`config.mk`:
```
export PLATFORM = sky130hd
export DESIGN_NAME = ubtb_update_ctrl_flat
export DESIGN_NICKNAME = d
export VERILOG_FILES = /design/src/rtl/ubtb_update_ctrl_if.sv /design/src/rtl/ubtb_update_ctrl.sv /design/src/flat_wrapper.sv
export SDC_FILE = /design/constraint.sdc
export NUM_CORES = 1
export LEC_CHECK = 0
export CAP_MARGIN = 20
export CORE_ASPECT_RATIO = 1.75
export CORE_MARGIN = 2
export CORE_UTILIZATION = 60
export CTS_CLUSTER_SIZE = 20
export DETAILED_ROUTE_END_ITERATION = 6
export PLACE_DENSITY = 0.83
export RECOVER_POWER = 25
export SYNTH_ARGS = -nofsm -noshare
export SYNTH_HDL_FRONTEND = slang
export SYNTH_SLANG_ARGS = --single-unit
```
`constraint.sdc`:
```
create_clock -name i_clk -period 10.5 [get_ports i_clk]
set_input_delay 1.05 -clock i_clk [delete_from_list [all_inputs] [get_ports i_clk]]
set_output_delay 1.05 -clock i_clk [all_outputs]
set_load 0.02 [all_outputs]
```
`src/rtl/ubtb_update_ctrl_if.sv`:
```
// ubtb_update_ctrl_if: request, flush, fetch-read and uBTB write-port bundle for the update scheduler
interface ubtb_update_ctrl_if #(
    parameter int MXLEN  = 32,
    parameter int QDEPTH = 4
);
    logic                      i_cmt_valid;
    logic [MXLEN-1:0]          i_cmt_src;
    logic [MXLEN-1:0]          i_cmt_dst;
    logic                      o_cmt_ready;
    logic                      i_dec_valid;
    logic [MXLEN-1:0]          i_dec_src;
    logic [MXLEN-1:0]          i_dec_dst;
    logic                      o_dec_ready;
    logic                      i_flush;
    logic                      i_pc_valid;
    logic [MXLEN-1:0]          i_pc;
    logic                      o_ubtb_update;
    logic [MXLEN-1:0]          o_pc_jumpsrc;
    logic [MXLEN-1:0]          o_pc_jumpdst;
    logic [$clog2(QDEPTH):0]   o_q_count;

    modport master (
        output i_cmt_valid, i_cmt_src, i_cmt_dst, i_dec_valid, i_dec_src, i_dec_dst,
               i_flush, i_pc_valid, i_pc,
        input  o_cmt_ready, o_dec_ready, o_ubtb_update, o_pc_jumpsrc, o_pc_jumpdst, o_q_count
    );
    modport slave (
        input  i_cmt_valid, i_cmt_src, i_cmt_dst, i_dec_valid, i_dec_src, i_dec_dst,
               i_flush, i_pc_valid, i_pc,
        output o_cmt_ready, o_dec_ready, o_ubtb_update, o_pc_jumpsrc, o_pc_jumpdst, o_q_count
    );
endinterface

```
`src/rtl/ubtb_update_ctrl.sv`:
```
// ubtb_update_ctrl: coalescing update queue feeding the uBTB write port, commit over decode,
// with bounded deferral while the fetch read hits the same uBTB index
module ubtb_update_ctrl #(
    parameter int MXLEN     = 32,
    parameter int QDEPTH    = 4,
    parameter int IDX_LSB   = 2,
    parameter int IDX_W     = 4,
    parameter int STALL_MAX = 3
) (
    input logic               i_clk,
    input logic               i_rstn,
    ubtb_update_ctrl_if.slave bus
);
    localparam int PW = $clog2(QDEPTH);
    localparam int CW = PW + 1;
    localparam int SW = $clog2(STALL_MAX + 1);
    localparam logic [MXLEN-1:0] IDX_MASK = ((MXLEN'(1) << IDX_W) - MXLEN'(1)) << IDX_LSB;

    logic [MXLEN-1:0] src_q [QDEPTH];
    logic [MXLEN-1:0] dst_q [QDEPTH];
    logic [PW-1:0]    head, tail, hit_idx;
    logic [CW-1:0]    count;
    logic [SW-1:0]    stall_cnt;
    logic             cmt_rdy, cmt_acc, acc, empty, hazard, deq, enq, hit;
    logic [MXLEN-1:0] req_src, req_dst;

    assign empty   = count == '0;
    assign cmt_rdy = (count < CW'(QDEPTH)) & ~bus.i_flush & i_rstn;
    assign cmt_acc = bus.i_cmt_valid & cmt_rdy;
    assign acc     = cmt_acc | (bus.i_dec_valid & cmt_rdy & ~bus.i_cmt_valid);
    assign req_src = cmt_acc ? bus.i_cmt_src : bus.i_dec_src;
    assign req_dst = cmt_acc ? bus.i_cmt_dst : bus.i_dec_dst;
    // masked full-width compare keeps the index bits selectable by parameter
    assign hazard  = bus.i_pc_valid & ~|((bus.i_pc ^ src_q[head]) & IDX_MASK);
    assign deq     = ~empty & ~bus.i_flush & (~hazard | stall_cnt == SW'(STALL_MAX));
    assign enq     = acc & ~hit;

    assign bus.o_cmt_ready   = cmt_rdy;
    assign bus.o_dec_ready   = cmt_rdy & ~bus.i_cmt_valid;
    assign bus.o_ubtb_update = deq;
    assign bus.o_pc_jumpsrc  = empty ? '0 : src_q[head];
    assign bus.o_pc_jumpdst  = empty ? '0 : dst_q[head];
    assign bus.o_q_count     = count;

    // the head leaving this cycle is excluded so a late match re-enqueues at tail
    always_comb begin
        hit     = 1'b0;
        hit_idx = '0;
        for (int i = 0; i < QDEPTH; i++) begin
            if ({1'b0, PW'(i) - head} < count && !(deq && PW'(i) == head) && src_q[i] == req_src) begin
                hit     = 1'b1;
                hit_idx = PW'(i);
            end
        end
    end

    always_ff @(posedge i_clk or negedge i_rstn) begin
        if (!i_rstn) begin
            count     <= '0;
            head      <= '0;
            tail      <= '0;
            stall_cnt <= '0;
            for (int i = 0; i < QDEPTH; i++) begin
                src_q[i] <= '0;
                dst_q[i] <= '0;
            end
        end else if (bus.i_flush) begin
            count     <= '0;
            head      <= '0;
            tail      <= '0;
            stall_cnt <= '0;
        end else begin
            count     <= count + CW'(enq) - CW'(deq);
            stall_cnt <= (empty | deq) ? '0 : stall_cnt + 1'b1;
            if (deq) head <= head + 1'b1;
            if (enq) begin
                tail         <= tail + 1'b1;
                src_q[tail]  <= req_src;
                dst_q[tail]  <= req_dst;
            end
            if (acc & hit) dst_q[hit_idx] <= req_dst;
        end
    end
endmodule

```
`src/flat_wrapper.sv`:
```
// flat-port wrapper written by rule: the top's interface ports become plain ports
module ubtb_update_ctrl_flat 
#(
    parameter int MXLEN     = 32,
    parameter int QDEPTH    = 4,
    parameter int IDX_LSB   = 2,
    parameter int IDX_W     = 4,
    parameter int STALL_MAX = 3
)
  (i_clk, i_rstn, bus_i_cmt_valid, bus_i_cmt_src, bus_i_cmt_dst, bus_i_dec_valid, bus_i_dec_src, bus_i_dec_dst, bus_i_flush, bus_i_pc_valid, bus_i_pc, bus_o_cmt_ready, bus_o_dec_ready, bus_o_ubtb_update, bus_o_pc_jumpsrc, bus_o_pc_jumpdst, bus_o_q_count);
  ubtb_update_ctrl_if #(.MXLEN(MXLEN), .QDEPTH(QDEPTH)) bus_i ();
  input logic i_clk;
  input logic i_rstn;
  input wire logic [$bits(bus_i.i_cmt_valid)-1:0] bus_i_cmt_valid;
  input wire logic [$bits(bus_i.i_cmt_src)-1:0] bus_i_cmt_src;
  input wire logic [$bits(bus_i.i_cmt_dst)-1:0] bus_i_cmt_dst;
  input wire logic [$bits(bus_i.i_dec_valid)-1:0] bus_i_dec_valid;
  input wire logic [$bits(bus_i.i_dec_src)-1:0] bus_i_dec_src;
  input wire logic [$bits(bus_i.i_dec_dst)-1:0] bus_i_dec_dst;
  input wire logic [$bits(bus_i.i_flush)-1:0] bus_i_flush;
  input wire logic [$bits(bus_i.i_pc_valid)-1:0] bus_i_pc_valid;
  input wire logic [$bits(bus_i.i_pc)-1:0] bus_i_pc;
  output wire logic [$bits(bus_i.o_cmt_ready)-1:0] bus_o_cmt_ready;
  output wire logic [$bits(bus_i.o_dec_ready)-1:0] bus_o_dec_ready;
  output wire logic [$bits(bus_i.o_ubtb_update)-1:0] bus_o_ubtb_update;
  output wire logic [$bits(bus_i.o_pc_jumpsrc)-1:0] bus_o_pc_jumpsrc;
  output wire logic [$bits(bus_i.o_pc_jumpdst)-1:0] bus_o_pc_jumpdst;
  output wire logic [$bits(bus_i.o_q_count)-1:0] bus_o_q_count;
  assign bus_i.i_cmt_valid = bus_i_cmt_valid;
  assign bus_i.i_cmt_src = bus_i_cmt_src;
  assign bus_i.i_cmt_dst = bus_i_cmt_dst;
  assign bus_i.i_dec_valid = bus_i_dec_valid;
  assign bus_i.i_dec_src = bus_i_dec_src;
  assign bus_i.i_dec_dst = bus_i_dec_dst;
  assign bus_i.i_flush = bus_i_flush;
  assign bus_i.i_pc_valid = bus_i_pc_valid;
  assign bus_i.i_pc = bus_i_pc;
  assign bus_o_cmt_ready = bus_i.o_cmt_ready;
  assign bus_o_dec_ready = bus_i.o_dec_ready;
  assign bus_o_ubtb_update = bus_i.o_ubtb_update;
  assign bus_o_pc_jumpsrc = bus_i.o_pc_jumpsrc;
  assign bus_o_pc_jumpdst = bus_i.o_pc_jumpdst;
  assign bus_o_q_count = bus_i.o_q_count;
  ubtb_update_ctrl #(.MXLEN(MXLEN), .QDEPTH(QDEPTH), .IDX_LSB(IDX_LSB), .IDX_W(IDX_W), .STALL_MAX(STALL_MAX)) u_core (.i_clk(i_clk), .i_rstn(i_rstn), .bus(bus_i));
endmodule
```
==> impl_metrics.yaml, run 1 <==
clock_network:
  tritoncts.num_buffers: 26
  post-cts-setup-buffer-count: 0
  cts.sinks: 265
  tritoncts: "done"
  cts-resized-gates: 0
  clk_latency_ps: 560
  cts.clk_slew.worst_paths_ps: 70
  h-tree-depth: 1
  cts_hold_buf: 0
  clockRootBuffer: "clkbuf_16"
  cts.path.max_buffers: 3
sta:
  finalSetupTns_ps: 0
  report.final.slew_viol_count: 0
  fin_ws_ps: 3810
  hold_viol: 0
  fmax_ghz: 0.150
  setup_violations: 0
  slew_headroom_pct: 22.2
  timing.final.crit_period_ps: 6690
  skew_ps: 21.4
  worst_slew_pin_slew_ps: 1160
  finalCritPeriodShare_pct: 63.7
  rsz0062_at_grt: "false"
logic_synthesis:
  synthesis.area_um2: 16100
  yosysMostFrequentCell: "dfrtp_1"
  ys_async_sr_fraction_pct: 100
  yosysTopAreaCellShare_pct: 41.2
  ys.flop_type: "dfrtp_1"
  ys_seq_area_share_pct: 41.2
  synth-seq-cells: 265
  synth.distinct_cells: 67
  synthTopCellsByCount: "dfrtp_1, mux2_2, nand2_1"
  synth_edf_count: 0
  synth_top_cell_by_area: "dfrtp_1"
  syn_inst: 1431
  syn_avg_cell_area_um2: 11.2
  synth_nets: 1613
  synthTopCellsByArea: "dfrtp_1, mux2_2, mux4_2"
  yosys_warnings: 0
floorplan:
  die_w_um: 128
  io_pins: 236
  die_h_um: 221
  rows: 79
  start_util_pct: 60.7
  die_area_um2: 28200
  core_um2: 26500
hold_path:
  whs_path_depth: 1
  hp-class: "reg2reg"
  hold_start: "u_core.stall_cnt[0]"
  min_to: "u_core.stall_cnt[0]"
placement:
  place_ws_ps: 3680
  place.gp.congestion: 1.08
  placed_area_um2: 18400
  dp_hpwl_um: 47700
  dpl.cell_count: 1905
  io_buffers: 207
global_routing:
  grt_pass1_wl_um: 99600
  antenna_found_initial: 10
  grt.overflow.total: 0
  grt_pass1_vias: 14500
  grtUsageTotal_pct: 49.5
  grt_max_degree: 161
final_layout:
  fill_cells: 1697
  final_nets: 1793
  layout-drive-gt1-share_pct: 23.3
  final_cells: 1960
  design_area_um2: 19400
  syn_to_final_growth_pct: 20.8
worst_setup_path:
  cp.buffers_inverters: 3
  cp-end-kind: "flip-flop"
  rr_worst_depth: 15
  crit_required_ps: 10950
  rr_startpoint: "u_core.bus.o_q_count[2]"
  path_class: "in2reg"
  max_stage_delay_ps: 930
  worstSetupPathDepth: 16
  r2r_end: "u_core.bus.o_q_count[2]"
  crit_slowest_cell: "nand4bb_4"
  cp_top_family: "compound AO/OA/AOI/OAI gates"
  critPathArrivalTime_ps: 7130
  startpoint_type: "primary input"
  crit_chain: "buf_8, nand4bb_4, buf_4, a221oi_1, a22oi_1, a211oi_1, nand4b_1, a2111o_1, nand2_1, nor4_1, ha_1, inv_1, fa_1, xor2_1, xnor2_1, nor2_1"
  crit_fanout: 109
  reg2reg_slack_ps: 4270
run_status:
  outcome: "finished clean"
route:
  wl_per_cell_um: 35.2
  drc: 0
  viasPerCell: 7.19
  final_antenna_net_count: 0
  vias: 14100
  first_pass_iters: 6
  routed_wl_um: 68900
  drtIter0Drc: 1808
pwr:
  power_density_nw_per_um2: 298
  ir_drop_mv: 0.332
  p_leak_nw: 8.26
flow_run:
  drv_cap: 0
==> cell families after synthesis <==
group / Yosys count / synth area share, %
multiplexers: 338 / 27.9
adder cells (fa/ha/maj): 16 / 1.29
AO/OA/AOI/OAI: 190 / 8.93
buffers and inverters: 186 / 4.90
XOR/XNOR: 83 / 4.52
flip-flops: 265 / 41.2
AND/OR/NAND/NOR: 353 / 11.3
==> registers in the layout (all words and copies together), names as in the netlist <==
register and count:
u_core.bus.o_q_count 3, u_core.dst_q 128, u_core.head 2, u_core.src_q 128
u_core.stall_cnt 2, u_core.tail 2
==> final cells by class <==
class                           instances  area (um^2)  area share (%)
Multi-Input combinational cell        980         8730            45.0
Sequential cell                       265         6640            34.2
Timing Repair Buffer                  228         2250            11.6
Clock buffer                           34          762            3.92
Inverter                              110          413            2.13
Tap cell                              324          405            2.09
Clock inverter                         14          213            1.10
Antenna cell                            5         12.5          0.0644
==> stage by stage <==
step / util (%) / total power [W] / hold slack (ps)
floorplan: - / 0.00334 / 406
global placement: 69.5 / 0.00440 / 418
detailed placement: 69.5 / 0.00453 / 434
CTS: 73.2 / 0.00566 / 443
global route: 73.3 / 0.00592 / 468
finish: 73.3 / 0.00578 / 443
==> worst max path at each step <==
stage / to / startpoint / slack [ps]
CTS: u_core.bus.o_q_count[2] / i_rstn / 4150
floorplan: u_core.bus.o_q_count[2] / i_rstn / 6120
detailed placement: u_core.bus.o_q_count[2] / i_rstn / 3680
global route: u_core.bus.o_q_count[2] / i_rstn / 3630
global placement: u_core.bus.o_q_count[2] / i_rstn / 3860
finish: u_core.bus.o_q_count[2] / i_rstn / 3810
==> cell usage in the layout (no fill, tap or decap), types with 4 or more instances in the layout <==
| cell type | count |
|---|---|
| dfrtp_1 | 263 |
| mux2_2 | 233 |
| clkdlybuf4s50_1 | 206 |
| nand2_1 | 152 |
| inv_1 | 110 |
| nor2b_1 | 77 |
| mux4_2 | 64 |
| xor2_1 | 50 |
| mux2i_1 | 39 |
| o22ai_1 | 35 |
| xnor2_1 | 33 |
| clkbuf_16 | 27 |
| o21ai_0 | 26 |
| nor2_1 | 25 |
| a221oi_1 | 23 |
| nand2b_1 | 22 |
| a21oi_1 | 19 |
| a222oi_1 | 18 |
| buf_4 | 18 |
| o221ai_1 | 16 |
| nor4_1 | 16 |
| ha_1 | 15 |
| nor3_1 | 13 |
| nand3_1 | 9 |
| and2_1 | 7 |
| a211oi_1 | 6 |
| nand4_1 | 6 |
| a2111oi_0 | 6 |
| clkbuf_8 | 6 |
| diode_2 | 5 |
| a2111o_1 | 5 |
| a31oi_1 | 5 |
| o2111ai_1 | 4 |
| a211o_1 | 4 |
| bufinv_16 | 4 |
==> power by group <==
group | internal (W) | switching, W | total, W
clock | 0.000620 | 0.000454 | 0.00107
sequential | 0.00143 | 0.000571 | 0.00200
combinational | 0.00131 | 0.00141 | 0.00271
total | 0.00335 | 0.00243 | 0.00578
==> routing by layer <==
layer | vias to the layer above | GRT usage (%) | routed length, um
met5 | - | 0 | 52
met4 | 8 | 41.1 | 7230
met3 | 375 | 13.2 | 6420
met2 | 1148 | 82.0 | 33800
met1 | 6988 | 52.4 | 21400
li1 | 5572 | - | -
Power figures use the tool's default switching activity.
==> run 2, diff against run 1 <==
- CORE_UTILIZATION: 60 -> 56
- PLACE_DENSITY: 0.83 -> 0.78
- clock period: 10.5 -> 6.9 ns (I/O delays scaled with it)
==> run 2 against run 1 <==
- global-route usage is 2.4 points lower
- largest cell class unchanged
- final cell count is 3.5% higher
- hold slack better by 22 ps
- combinational power is 54% higher
- setup slack worse by 2900 ps
- the flow now finishes with violations (max-capacitance violations, max-slew violations)
- via count is 0.21% lower
- sequential cell count stayed put
- routed wire length is 4.0% higher
- sequential share of layout area is 0.48 points lower
- utilization is 4.0 points lower
- critical path depth is 2 lower
==> impl_metrics.yaml, run 2 (synthesized netlist as in run 1, its figures left out) <==
run_status:
  outcome: "complete, but fails checks"
  failed_checks: "max-capacitance violations, max-slew violations"
global_routing:
  antenna_found_initial: 4
  grt_pass1_wl_um: 102000
  grt_max_degree: 169
  grt.overflow.total: 0
  grtUsageTotal_pct: 47.0
  grt_pass1_vias: 14500
sta:
  slew_headroom_pct: -187
  setup_violations: 0
  hold_viol: 0
  report.final.slew_viol_count: 169
  worst_slew_pin_slew_ps: 4300
  rsz0062_at_grt: "false"
  timing.final.crit_period_ps: 6030
  skew_ps: 17.5
  fmax_ghz: 0.166
  finalCritPeriodShare_pct: 87.3
  finalSetupTns_ps: 0
clock_network:
  cts.sinks: 265
  h-tree-depth: 1
  clk_latency_ps: 570
  post-cts-setup-buffer-count: 0
  cts-resized-gates: 0
  clockRootBuffer: "clkbuf_16"
  cts.clk_slew.worst_paths_ps: 70
  tritoncts: "done"
  tritoncts.num_buffers: 26
  cts.path.max_buffers: 3
worst_setup_path:
  rr_worst_depth: 12
  cp_top_family: "buffers and inverters"
  crit_chain: "dlygate4sd3_1, buf_8, nor4bb_4, buf_4, buf_12, mux2i_1, o22ai_1, a211oi_1, and4_1, and4_1, nand2_1, a2111oi_4, buf_4, mux2_2"
  crit_required_ps: 7340
  crit_fanout: 62
  cp-end-kind: "flip-flop"
  critPathArrivalTime_ps: 6460
  max_stage_delay_ps: 1080
  startpoint_type: "primary input"
  path_class: "in2reg"
  cp.buffers_inverters: 5
  crit_slowest_cell: "a2111oi_4"
  worstSetupPathDepth: 14
floorplan:
  core_um2: 28400
  rows: 82
  die_h_um: 228
  start_util_pct: 56.6
  die_w_um: 132
  die_area_um2: 30100
  io_pins: 236
final_layout:
  most-common-layout-cells: "dfrtp_1, mux2_2, clkdlybuf4s50_1"
  final_nets: 1812
  layout-drive-gt1-share_pct: 24.0
  finalCoreUtilization_pct: 69.3
  layout_commonest_cell: "dfrtp_1"
  syn_to_final_growth_pct: 22.5
route:
  viasPerCell: 6.93
  vias: 14100
  routed_wl_um: 71700
  wl_per_cell_um: 35.4
  drc: 0
  final_antenna_net_count: 0
  drtIter0Drc: 1476
  first_pass_iters: 7
hold_path:
  hp-class: "reg2reg"
  whs_path_depth: 1
flow_run:
  drv_cap: 1
placement:
  place.gp.congestion: 1.10
  io_buffers: 207
  dp_hpwl_um: 49700
pwr:
  finalPower_w: 0.00888
  power_density_nw_per_um2: 451
  p_leak_nw: 8.38
  ir_drop_mv: 0.326
[run 2: worst paths after layout]
| kind | slack (ps) | start | end |
|---|---|---|---|
| worst max-delay path | 870 | i_rstn | u_core.dst_q[104] |
| worst min-delay path | 460 | u_core.stall_cnt[0] | u_core.stall_cnt[0] |
| worst max register to register | 1160 | u_core.bus.o_q_count[2] | u_core.dst_q[104] |
| worst min register to register | 460 | u_core.stall_cnt[0] | u_core.stall_cnt[0] |
| max in group asynchronous | 1890 | i_rstn | u_core.src_q[126] |
| min in group asynchronous | 550 | i_rstn | u_core.src_q[106] |
[run 2: layer usage]
metal	part of all wire, %	vias to the layer above	track usage [%]
met5	0.032	-	0
met2	48	1006	77.6
met1	32	7063	50.3
met3	8.6	387	11.2
li1	-	5601	-
met4	12	4	40.4
[run 2: per-stage QoR]
step                      instances  worst slack (ps)  instance area [um^2]  hold slack [ps]
after global placement         1976               978                 18700              418
after floorplan                1431              2550                 16100              394
after detailed placement       1977               915                 18700              451
after global routing           2027               475                 19700              491
after CTS                      2025              1170                 19700              470
final                          2028               874                 19700              465
[run 2: layout make-up]
class                   instances  area [um^2]
diodes                          1         2.50
clock buffers                  32          724
clock inverters                15          272
fillers                      1984         8730
inverters                     110          413
multi-input cells             980         8730
flip-flops and latches        265         6640
well taps                     378          473
repair buffers                247         2440
[run 2: power by group]
part | total, W | internal (W) | switching (W)
clock network | 0.00169 | 0.00101 | 0.000674
registers | 0.00301 | 0.00217 | 0.000839
logic | 0.00418 | 0.00200 | 0.00218
total | 0.00888 | 0.00518 | 0.00370
[run 2: worst reg2reg max path, stage by stage, from the launching register on]
cell,delay [ps]
dfrtp_1,600
nor4bb_4,410
buf_4,270
buf_12,300
mux2i_1,960
o22ai_1,190
a211oi_1,200
and4_1,190
and4_1,380
nand2_1,160
a2111oi_4,1080
buf_4,460
mux2_2,410
[run 2: repair_timing]
| action | 4_1_cts | 5_1_grt |
|---|---|---|
| hold buffers | 1 | 0 |
| setup endpoints to repair | 0 | 0 |
| endpoints found under the hold margin | 16 | 0 |
==> run 3, diff against run 2 <==
- PLACE_DENSITY: 0.78 -> 0.82
==> run 3 against run 2 <==
- the run still ends with max-capacitance violations, max-slew violations left
- non-clock buffer count fell by 7
- setup slack got worse by 140 ps
- sequential cell count did not move
- hold slack got worse by 440 ps
- global-route usage rose by 1.8 points
- total power rose by 0.84%
- clock skew rose by 1.8 ps
- fmax fell by 2.3%
- utilization fell by 0.49 points
- via count rose by 2.2%
- count of clock-buffer cells in the layout fell by 1
- combinational power rose by 1%
==> impl_metrics.yaml, run 3 (synthesized netlist as in run 1, its figures left out) <==
final_layout:
  syn_to_final_growth_pct: 21.6
  final_nets: 1805
  design_area_um2: 19600
  layout-drive-gt1-share_pct: 23.6
  most-common-layout-cells: "dfrtp_1, mux2_2, clkdlybuf4s50_1"
  fill_cells: 1964
  layout_commonest_cell: "dfrtp_1"
clock_network:
  clockRootBuffer: "clkbuf_16"
  cts-resized-gates: 0
  cts_hold_buf: 0
  cts.clk_slew.worst_paths_ps: 70
  cts.path.max_buffers: 3
  cts.sinks: 265
  post-cts-setup-buffer-count: 0
  tritoncts: "done"
  clk_latency_ps: 570
  h-tree-depth: 1
  tritoncts.num_buffers: 26
hold_path:
  hp-class: "in2async"
sta:
  timing.final.crit_period_ps: 6170
  rsz0062_at_grt: "false"
  slew_headroom_pct: -106
  fmax_ghz: 0.162
  skew_ps: 19.3
  finalSetupTns_ps: 0
  finalCritPeriodShare_pct: 89.4
  setup_violations: 0
  hold_viol: 0
  worst_slew_pin_slew_ps: 3080
  report.final.slew_viol_count: 128
floorplan:
  io_pins: 236
  die_w_um: 132
  die_area_um2: 30100
  rows: 82
  die_h_um: 228
  start_util_pct: 56.6
  core_um2: 28400
worst_setup_path:
  cp-end-kind: "flip-flop"
  critPathArrivalTime_ps: 6620
  max_stage_delay_ps: 850
  cp_top_family: "simple AND/OR/NAND/NOR gates"
  reg2reg_slack_ps: 910
  cp-startpoint: "bus_i_flush"
  crit_required_ps: 7350
  rr_worst_depth: 13
  startpoint_type: "primary input"
  crit_chain: "clkdlybuf4s50_1, buf_4, nor4bb_4, mux2i_1, xor2_1, a221oi_1, and4_1, and4_1, nor4_1, ha_1, inv_1, fa_1, xor2_1, xnor2_1, nor2_1"
  r2r_end: "u_core.bus.o_q_count[2]"
  cp.buffers_inverters: 3
  crit_fanout: 8
  path_class: "in2reg"
  rr_startpoint: "u_core.bus.o_q_count[2]"
  crit_slowest_cell: "xor2_1"
global_routing:
  grt_pass1_wl_um: 106000
  antenna_found_initial: 4
  grt_max_degree: 83
  grt_pass1_vias: 14800
  grtUsageTotal_pct: 48.8
  grt.overflow.total: 0
  gr-usage-met3_pct: 12.5
  grt_use_met2_pct: 79.4
  met1_usage_pct: 53.0
  top_usage_layer: "met2"
route:
  viasPerCell: 7.11
  drc: 0
  first_pass_iters: 7
  final_antenna_net_count: 0
  drtIter0Drc: 1920
  wl_per_cell_um: 36.9
  routed_wl_um: 74500
  vias: 14400
pwr:
  ir_drop_mv: 0.372
  power_density_nw_per_um2: 458
  p_leak_nw: 8.30
placement:
  io_buffers: 207
  place.gp.congestion: 1.06
  dp_hpwl_um: 50800
  placed_area_um2: 18600
flow_run:
  drv_cap: 2
run_status:
  outcome: "complete, but fails checks"
  failed_checks: "max-capacitance violations, max-slew violations"
-- run 3: cell type report --
class                      count  area (um^2)  share of cell area, %
inverter                     110          413                   2.11
clock inverter                16          243                   1.24
timing repair buffer         240         2350                   12.0
sequential                   265         6640                   33.9
antenna                        1         2.50                 0.0128
multi-input combinational    980         8730                   44.6
tap                          378          473                   2.42
clock buffer                  31          711                   3.63
-- run 3: worst max-delay path by stage --
stage	slack (ps)	to	cells past startpoint
after detailed placement	950	u_core.bus.o_q_count[2]	17
final	730	u_core.bus.o_q_count[2]	15
after floorplan	2550	u_core.bus.o_q_count[2]	20
after global routing	480	u_core.dst_q[74]	6
after global placement	1110	u_core.dst_q[104]	13
after CTS	1370	u_core.bus.o_q_count[2]	16
-- run 3: worst register-to-register path, stage by stage, from the launching register on --
cell and delay [ps]:
dfrtp_1 630, nor4bb_4 750, mux2i_1 630, xor2_1 860, a221oi_1 410, and4_1 340, and4_1 290, nor4_1 690
ha_1 280, inv_1 70, fa_1 400, xor2_1 300, xnor2_1 180, nor2_1 60
-- run 3: routing by layer --
metal | up-vias | wire, um | share of wire [%]
met5 | - | 26 | 0.035
met4 | 4 | 8990 | 12
met3 | 456 | 7580 | 10
met2 | 1248 | 34700 | 47
met1 | 7090 | 23200 | 31
li1 | 5578 | - | -
-- run 3: metrics by stage --
| stage | power [W] | hold WS [ps] | worst slack, ps | std cells | utilization [%] |
|---|---|---|---|---|---|
| finish | 0.00895 | 27.1 | 730 | 2021 | 68.8 |
| detailed placement | 0.00694 | 445 | 947 | 1970 | 65.3 |
| global placement | 0.00676 | 415 | 1110 | 1970 | 65.3 |
| CTS | 0.00864 | 54.0 | 1370 | 2017 | 68.7 |
| floorplan | 0.00508 | 394 | 2550 | 1431 | - |
| global route | 0.00913 | 67.9 | 483 | 2020 | 68.8 |
-- run 3: report_power, final --
part / internal, W / switching (W) / leakage (nW)
Combinational: 0.00199 / 0.00223 / 4.52
Clock: 0.000934 / 0.000681 / 0.462
Sequential: 0.00217 / 0.000948 / 3.32
Total: 0.00510 / 0.00385 / 8.30
==> RTL change (config.mk and constraints of run 3) <==
`QDEPTH` is set to 4 in 3 places; all go to 2.
--- a/src/rtl/ubtb_update_ctrl_if.sv
+++ b/src/rtl/ubtb_update_ctrl_if.sv
@@ -1,7 +1,7 @@
 // ubtb_update_ctrl_if: request, flush, fetch-read and uBTB write-port bundle for the update scheduler
 interface ubtb_update_ctrl_if #(
     parameter int MXLEN  = 32,
-    parameter int QDEPTH = 4
+    parameter int QDEPTH = 2
 );
     logic                      i_cmt_valid;
     logic [MXLEN-1:0]          i_cmt_src;
--- a/src/rtl/ubtb_update_ctrl.sv
+++ b/src/rtl/ubtb_update_ctrl.sv
@@ -2,7 +2,7 @@
 // with bounded deferral while the fetch read hits the same uBTB index
 module ubtb_update_ctrl #(
     parameter int MXLEN     = 32,
-    parameter int QDEPTH    = 4,
+    parameter int QDEPTH    = 2,
     parameter int IDX_LSB   = 2,
     parameter int IDX_W     = 4,
     parameter int STALL_MAX = 3
--- a/src/flat_wrapper.sv
+++ b/src/flat_wrapper.sv
@@ -2,7 +2,7 @@
 module ubtb_update_ctrl_flat 
 #(
     parameter int MXLEN     = 32,
-    parameter int QDEPTH    = 4,
+    parameter int QDEPTH    = 2,
     parameter int IDX_LSB   = 2,
     parameter int IDX_W     = 4,
     parameter int STALL_MAX = 3
Interface: changed (resized bus_o_q_count); port bits go from 236 to 235. No check against the original RTL was run, so the function may have changed too.
==> RTL change against run 3 <==
  * The run still ends with max-capacitance violations, max-slew violations left
  * Combinational power shrank 47%
  * Cell area fell by 42%
  * Sequential cell count shrank 131
  * Synthesized area decreased by 47%
  * Highest routed layer is now met4
  * Wire length decreased by 66%
  * Sequential share of layout area is 4.2 points lower
  * Setup slack improved by 1100 ps
  * Total power fell by 48%
==> RTL change: results (changes against run 3) <==
metric,value,unit,change
post-synth cell types,62,,-7.5%
number of global-route vias before repair,7539,,-49%
register area share after synthesis,39.3,%,-1.9 points
Clock Tree Buf Depth,2,,-1
status,"finished, violations left",,
pin count of the biggest net entering global routing,82,,-1.2%
antenna violations before repair,0,,-4
Commonest cells post-synth,"dfrtp_1 (134), nand2_1 (121), mux2i_1 (96)",,
failing checks,"max-capacitance violations, max-slew violations",,
FILL cells,1068,,-46%
R2R depth,10,,-3
CTS buffer count,17,,-35%
Worst Tran Pin Value,2720,ps,-359 ps
"top cells by area, synth","dfrtp_1 (39%), mux2_2 (12%), mux2i_1 (11%)",,
n_diodes,0,,-1
CP Max Fanout,81,,+73
share of cells above drive strength 1,17.3,%,-6.3 points
# H-tree levels,4,,+3
Net Sw Power,1880,uW,-51%
Global Route Usage Sum,31.3,%,-18 points
Via density,5.85,,-18%
DP Wirelength,18400,um,-64%
reg-to-reg endpoint,u_core.dst_q[53]$_DFFE_PN0N_,,
Final Max Slew Viols,51,,-60%
initial DRC count,376,,-80%
clock latency on the worst-skew pair,420,ps,-150 ps
first-pass GRT wire length,39900,um,-62%
fin nets,1191,,-34%
Fin Clk Skew,10.2,ps,-9.15 ps
peak supply drop,0.279,mV,-25%
critical path's slowest cell,clkdlybuf4s50_1,,
setup repair bufs after CTS,0,,unchanged
Max-Cap Viols,1,,-1
syn nets,996,,-38%
routability cong.,0.999,,-5.7%
P_leak,0.00479,uW,-42%
Async SR Flop Fraction,100,%,unchanged
R2R setup slack,2250,ps,+1340 ps
## RTL change: layer usage
layer / up-vias / track usage, % / wire, um
met5: - / 0 / 0
met3: 86 / 6.55 / 1180
met4: 0 / 19.1 / 1730
met1: 3511 / 33.8 / 8980
li1: 3273 / - / -
met2: 253 / 55.6 / 13300
## RTL change: cell type report
class                           instances  area [um2]  share of cell area (%)
Tap cell                              183         229                    2.03
Sequential cell                       134        3360                    29.8
Inverter                               38         143                    1.26
Clock buffer                           18         429                    3.81
Multi-Input combinational cell        612        4810                    42.7
Timing Repair Buffer                  219        2170                    19.2
Clock inverter                         14         143                    1.26
## RTL change: cell families after synthesis
kind of cell / Yosys count / share of synthesized area [%]
flops: 134 / 39.3
mux: 223 / 29.6
compound gates: 64 / 5.69
simple gates: 263 / 14.1
xor+xnor: 59 / 6.06
buf+inv: 81 / 4.82
fa+ha+maj: 3 / 0.440
## RTL change: how the worst min path moves through the flow
stage | start | endpoint | slack, ps | cells past startpoint
floorplan | i_rstn | u_core.bus.o_q_count[0]$_DFF_PN0_ | 390 | 0
finish | i_rstn | u_core.dst_q[15]$_DFFE_PN0N_ | 260 | 1
global route | i_rstn | u_core.src_q[24]$_DFFE_PN0P_ | 300 | 1
detailed placement | u_core.stall_cnt[0]$_DFF_PN0_ | u_core.stall_cnt[0]$_DFF_PN0_ | 420 | 1
CTS | i_rstn | u_core.dst_q[15]$_DFFE_PN0N_ | 290 | 1
global placement | u_core.stall_cnt[0]$_DFF_PN0_ | u_core.stall_cnt[0]$_DFF_PN0_ | 420 | 1
## RTL change: power by group through the flow
stage	Combinational (uW)	Clock, uW	Sequential (uW)
3_3_place_gp	2210	0	1480
6_report	2250	889	1500
5_1_grt	2390	936	1550
4_1_cts	2260	897	1490
2_1_floorplan	1480	0	1370
3_5_place_dp	2250	0	1500
## RTL change: stage by stage
step                worst slack [ps]  utilization [%]  cell area [um2]  instances
finish                          1800             75.6            11300       1218
global route                    1680             75.6            11300       1218
CTS                             1870             75.7            11300       1218
detailed placement              1460             71.8            10700       1186
global placement                1540             71.8            10700       1186
floorplan                       3170                -             8530        827
